==> src/rtl/pipe_pkg.sv <==
`default_nettype none
// ----------------------------------------------------------------------------
// pipe_pkg : shared state encoding and bubble constant for stage registers
// Rev 1.0
// ----------------------------------------------------------------------------
package pipe_pkg;

  typedef enum logic [1:0] {
    PS_EMPTY     = 2'd0,
    PS_FULL      = 2'd1,
    PS_SKID_FULL = 2'd2
  } ps_state_e;

  localparam logic [31:0] C_NOP_INSTR = 32'h0000_0000;

  // Occupancy is carried entirely by the slot valid bits; this names it.
  function automatic ps_state_e ps_decode(input logic main_v, input logic skid_v);
    if (skid_v)      return PS_SKID_FULL;
    else if (main_v) return PS_FULL;
    else             return PS_EMPTY;
  endfunction

endpackage
`default_nettype wire

==> src/rtl/pipe_slot.sv <==
`default_nettype none
// ----------------------------------------------------------------------------
// pipe_slot : one valid+payload register with load, drop and kill-to-bubble
// Rev 1.0
// ----------------------------------------------------------------------------
module pipe_slot #(
  parameter int           W       = 64,
  parameter logic [W-1:0] RST_VAL = '0
) (
  input  logic         clk,
  input  logic         rst_n,
  input  logic         load,
  input  logic         drop,
  input  logic         kill,
  input  logic [W-1:0] load_data,
  output logic         valid,
  output logic [W-1:0] data
);

  logic         valid_d, valid_q;
  logic [W-1:0] data_d,  data_q;

  // Kill beats load beats drop; a dropped entry keeps its payload visible.
  always_comb begin
    valid_d = valid_q;
    data_d  = data_q;
    if (kill) begin
      valid_d = 1'b0;
      data_d  = RST_VAL;
    end else if (load) begin
      valid_d = 1'b1;
      data_d  = load_data;
    end else if (drop) begin
      valid_d = 1'b0;
    end
  end

  always_ff @(posedge clk or negedge rst_n) begin
    if (!rst_n) begin
      valid_q <= 1'b0;
      data_q  <= RST_VAL;
    end else begin
      valid_q <= valid_d;
      data_q  <= data_d;
    end
  end

  assign valid = valid_q;
  assign data  = data_q;

endmodule
`default_nettype wire

==> src/rtl/pipe_stage_reg.sv <==
`default_nettype none
// ----------------------------------------------------------------------------
// pipe_stage_reg : valid/ready pipeline register, optional skid, flush, stall counter
// Rev 1.0
// ----------------------------------------------------------------------------
module pipe_stage_reg
  import pipe_pkg::*;
#(
  parameter int                 INSTR_W   = 32,
  parameter int                 PC_W      = 32,
  parameter int                 SKID      = 1,
  parameter logic [INSTR_W-1:0] NOP_INSTR = INSTR_W'(C_NOP_INSTR),
  parameter int                 CNT_W     = 16
) (
  input  logic               clk,
  input  logic               rst_n,
  input  logic               in_valid,
  output logic               in_ready,
  input  logic [INSTR_W-1:0] in_instr,
  input  logic [PC_W-1:0]    in_pc_plus_4,
  input  logic               flush,
  output logic               out_valid,
  input  logic               out_ready,
  output logic [INSTR_W-1:0] out_instr,
  output logic [PC_W-1:0]    out_pc_plus_4,
  output logic [CNT_W-1:0]   stall_cnt
);

  localparam int              PW     = INSTR_W + PC_W;
  localparam logic [PW-1:0]   BUBBLE = {NOP_INSTR, {PC_W{1'b0}}};
  localparam logic [CNT_W-1:0] CNT_MAX = {CNT_W{1'b1}};

  ps_state_e       state;
  logic            in_xfer, out_xfer;
  logic            main_load, main_drop, skid_load, skid_drop;
  logic            main_valid, skid_valid;
  logic [PW-1:0]   main_src, main_data, skid_data;
  logic [CNT_W-1:0] stall_cnt_d, stall_cnt_q;

  always_comb begin
    state     = ps_decode(main_valid, skid_valid);
    in_xfer   = in_valid && in_ready;
    out_xfer  = main_valid && out_ready;
    main_load = 1'b0;
    main_drop = 1'b0;
    skid_load = 1'b0;
    skid_drop = 1'b0;
    main_src  = {in_instr, in_pc_plus_4};
    unique case (state)
      PS_EMPTY: main_load = in_xfer;
      PS_FULL: begin
        // Without a skid slot, in_ready forces in_xfer to imply out_xfer here.
        if (in_xfer && out_xfer) main_load = 1'b1;
        else if (in_xfer)        skid_load = 1'b1;
        else if (out_xfer)       main_drop = 1'b1;
      end
      PS_SKID_FULL: begin
        if (out_xfer) begin
          main_load = 1'b1;
          main_src  = skid_data;
          skid_drop = 1'b1;
        end
      end
      default: ;
    endcase
  end

  pipe_slot #(
    .W       (PW),
    .RST_VAL (BUBBLE)
  ) u_main (
    .clk       (clk),
    .rst_n     (rst_n),
    .load      (main_load),
    .drop      (main_drop),
    .kill      (flush),
    .load_data (main_src),
    .valid     (main_valid),
    .data      (main_data)
  );

  if (SKID != 0) begin : g_skid
    pipe_slot #(
      .W       (PW),
      .RST_VAL ({PW{1'b0}})
    ) u_skid (
      .clk       (clk),
      .rst_n     (rst_n),
      .load      (skid_load),
      .drop      (skid_drop),
      .kill      (flush),
      .load_data ({in_instr, in_pc_plus_4}),
      .valid     (skid_valid),
      .data      (skid_data)
    );
    // Registered ready: depends only on a flop, never on out_ready.
    assign in_ready = !skid_valid;
  end else begin : g_no_skid
    assign skid_valid = 1'b0;
    assign skid_data  = {PW{1'b0}};
    assign in_ready   = !main_valid || out_ready;
  end

  always_comb begin
    stall_cnt_d = stall_cnt_q;
    if (main_valid && !out_ready && (stall_cnt_q != CNT_MAX))
      stall_cnt_d = stall_cnt_q + CNT_W'(1);
  end

  always_ff @(posedge clk or negedge rst_n) begin
    if (!rst_n) stall_cnt_q <= '0;
    else        stall_cnt_q <= stall_cnt_d;
  end

  assign out_valid                  = main_valid;
  assign {out_instr, out_pc_plus_4} = main_data;
  assign stall_cnt                  = stall_cnt_q;

endmodule
`default_nettype wire

==> config.mk <==
export PLATFORM = sky130hd
export DESIGN_NAME = pipe_stage_reg
export DESIGN_NICKNAME = d
export VERILOG_FILES = /design/src/rtl/pipe_pkg.sv /design/src/rtl/pipe_slot.sv /design/src/rtl/pipe_stage_reg.sv
export SDC_FILE = /design/constraint.sdc
export NUM_CORES = 1
export LEC_CHECK = 0
export BUFFER_PORTS_ARGS = -buffer_cell sky130_fd_sc_hd__buf_4
export CORE_MARGIN = 2
export CORE_UTILIZATION = 45
export CTS_BUF_LIST = sky130_fd_sc_hd__clkbuf_16
export CTS_CLUSTER_SIZE = 30
export DETAILED_ROUTE_END_ITERATION = 16
export PLACE_DENSITY = 0.69
export REMOVE_ABC_BUFFERS = 1
export SYNTH_ARGS = -nofsm -noshare
export SYNTH_HDL_FRONTEND = slang
export SYNTH_SLANG_ARGS = --single-unit
==> constraint.sdc <==
create_clock -name clk -period 1.95 [get_ports clk]
set_input_delay 0.585 -clock clk [delete_from_list [all_inputs] [get_ports clk]]
set_output_delay 0.585 -clock clk [all_outputs]
set_load 0.01 [all_outputs]
==> out/results.tsv <==
metric	value	unit
Fin. Hold Viols	0	
placed cell count	960	
CP max stage cell	dfrtp_1	
Antenna Nets Post-Route	0	
Avg Synthesized Cell Area	10.09	µm²
clk_skew	4.647	ps
startpoint types	flop	
worst slack, placed	-2.501	ps
H-tree depth	4	
Clock Latency Late Sink	420	ps
Starting Density	0.4550	
fin crit share	0.9109	
Final Critical Period	1776	ps
Post-synth ARST share	1.000	
Final Non-Filler Cells	991	
Peak VDD IR	0.5824	mV
Final Util	0.5994	
largest net degree at the start of global routing	65	
Final Cell Area	0.008613	mm²
Ports	151	
core box area	0.01437	mm²
Synth-to-Final Area Change	31.75	%
CTS Buffer Depth	2	
Worst Setup End Kind	flop	
DR pass1 iterations	5	
share of the yosys chip area belonging to registers	0.5589	
Die ar.	0.01551	mm²
cell row count	44	
Die X-Extent	124.5	µm
critical-path cell list	nand2b_1 -> a21oi_4 -> buf_4 -> nor2_1 -> a211oi_1	
max cap viols	0	
GRT overflow	0	
Sink Count	146	
RSZ-0062 raised after global routing	false	
cell area after synthesis	0.006538	mm²
CP max stage delay	460	ps
Antenna Cells	0	
post-CTS setup buffer count	0	
fill count	1230	
pwr dens	909.7	mW/mm²
drt via density	5.395	
first-pass GRT wire length	26750	µm
post-CTS sizing	0	
drt total wl	15950	µm
# setup viols final	0	
CP Class	reg -> reg	
top_reg_cell synth	dfrtp_1	
Hold Crit Class	in -> async	
distinct cell type count after synthesis	31	
clk root buf	clkbuf_16	
layout cells sized above 1	0.2677	
vias in the first global route	5352	
Post-route DRC	0	
GRT Util Overall	0.2120	
Mapped Cells	648	
max-slew violations	0	
final sum of negative setup slack	0	ps
CTS clk-pin slew, worst paths	60	ps
worst slew pin tran	379.3	ps
min setup slack post-route	173.8	ps
worst path required time	2260	ps
critical path fanouts, max	22	
area of placed instances	0.008041	mm²
Max-slew headroom	0.7448	
die height	124.5	µm
drt wl/cell	16.09	µm
DP HPWL	10640	µm
crit path DAT	2090	ps
number of flops mapped to enable cells by yosys	0	
static leakage power	4.371	nW
initial antenna violation count	0	
synthesis-stage register bit count	146	
Vias	5346	
cts hold-fix bufs	0	
power after layout	7.835	mW
CTS tree	built	
total CTS buffers	17	
Final Hold Slack	71.00	ps
Max Fclk	563.0	MHz
status	complete, no violations	
Syn. warnings	0	
Detailed Route Iter0 Violations	375	
Nets	865	
PortBufs	150	
routability cong.	0.8790	
R2R cell count	5	
[synthesized netlist by cell type (4+ instances only)]
cell / count / area share
xor2_1: 6 / 0.0080
inv_1: 5 / 0.0029
mux2i_1: 64 / 0.098
a211oi_1: 65 / 0.075
nand2_1: 133 / 0.076
nand3_1: 4 / 0.0031
a21oi_1: 70 / 0.054
buf_4: 7 / 0.0080
dfrtp_1: 146 / 0.56
nor2_1: 71 / 0.041
clkbuf_1: 20 / 0.011
nor3_1: 5 / 0.0038
buf_2: 20 / 0.015
[final timing paths]
path	slack, ps	from	end
max	170	g_skid.u_skid.valid	u_main.data[0]
min	70	rst_n	u_main.data[49]
max reg2reg	170	g_skid.u_skid.valid	u_main.data[0]
min reg2reg	520	g_skid.u_skid.data[20]	g_skid.u_skid.data[20]
max in group asynchronous	1320	rst_n	g_skid.u_skid.data[28]
min in group clk	420	in_pc_plus_4[8]	g_skid.u_skid.data[8]
[critical path, delay by kind of cell (launching register included)]
| kind | cells | cell delay (ps) |
|---|---|---|
| AOI/OAI and AO/OA | 2 | 540 |
| buffers and inverters | 1 | 300 |
| DFF | 1 | 460 |
| and+or+nand+nor | 2 | 360 |
[cell type report]
| class | instances | area, µm² | share of cell area |
|---|---|---|---|
| inverter | 5 | 18.77 | 0.002179 |
| timing repair buffer | 175 | 1468 | 0.1704 |
| multi-input combinational | 450 | 2671 | 0.3101 |
| clock inverter | 14 | 146.4 | 0.01700 |
| clock buffer | 17 | 425.4 | 0.04939 |
| sequential | 146 | 3654 | 0.4242 |
| tap | 184 | 230.2 | 0.02673 |
[where the power goes]
| group | internal, mW | switching, mW | total, mW | leakage (nW) |
|---|---|---|---|---|
| Sequential | 3.24 | 0.203 | 3.45 | 1.96 |
| Clock | 1.97 | 1.22 | 3.20 | 0.280 |
| Combinational | 0.570 | 0.625 | 1.19 | 2.13 |
| Total | 5.78 | 2.05 | 7.84 | 4.37 |
[flip-flops by register name, indices dropped and copies added, names as in the netlist]
name,flops
g_skid.u_skid.valid,1
stall_cnt,16
u_main.data,64
u_main.valid,1
g_skid.u_skid.data,64
[logic make-up (layout without fill, tap and decap cells)]
group,Yosys count,in the layout,share of synthesized area
AND/OR/NAND/NOR,231,231,0.1506
AO/OA/AOI/OAI,142,142,0.1347
XOR/XNOR,8,8,0.01072
buffers and inverters,52,211,0.03770
adder cells (fa/ha/maj),1,1,0.001914
multiplexers,68,68,0.1055
flip-flops,146,146,0.5589
[metal layers]
layer  part of all wire  global-route usage  vias up
met4              0.010             0.05750        0
met5                  0                   0        -
met2               0.46              0.3259      164
met1               0.47              0.2964     2626
li1                   -                   -     2541
met3              0.061             0.06057       15
[cells in the final DEF, fill, tap and decap left out, types with 2 or more instances in the layout]
| cell type | Yosys | routed |
|---|---|---|
| xor2_1 | 6 | 6 |
| clkinv_2 | 0 | 6 |
| nand4_1 | 3 | 3 |
| nand2_1 | 133 | 133 |
| bufinv_16 | 0 | 3 |
| nor2_1 | 71 | 71 |
| xnor2_1 | 2 | 2 |
| o21ai_0 | 3 | 3 |
| a211oi_1 | 65 | 65 |
| nand4_4 | 2 | 2 |
| nor4b_1 | 2 | 2 |
| buf_12 | 0 | 12 |
| o211ai_1 | 2 | 2 |
| a31oi_1 | 2 | 2 |
| mux2_2 | 2 | 2 |
| clkinvlp_4 | 0 | 2 |
| nor3_1 | 5 | 5 |
| nor4_1 | 3 | 3 |
| clkinv_1 | 0 | 3 |
| inv_1 | 5 | 5 |
| clkbuf_16 | 0 | 17 |
| dfrtp_1 | 146 | 146 |
| nand3_1 | 4 | 2 |
| a21oi_1 | 70 | 69 |
| buf_4 | 7 | 162 |
| nand2b_1 | 2 | 2 |
| mux2i_1 | 64 | 64 |
(Power assumes the default switching activity.)
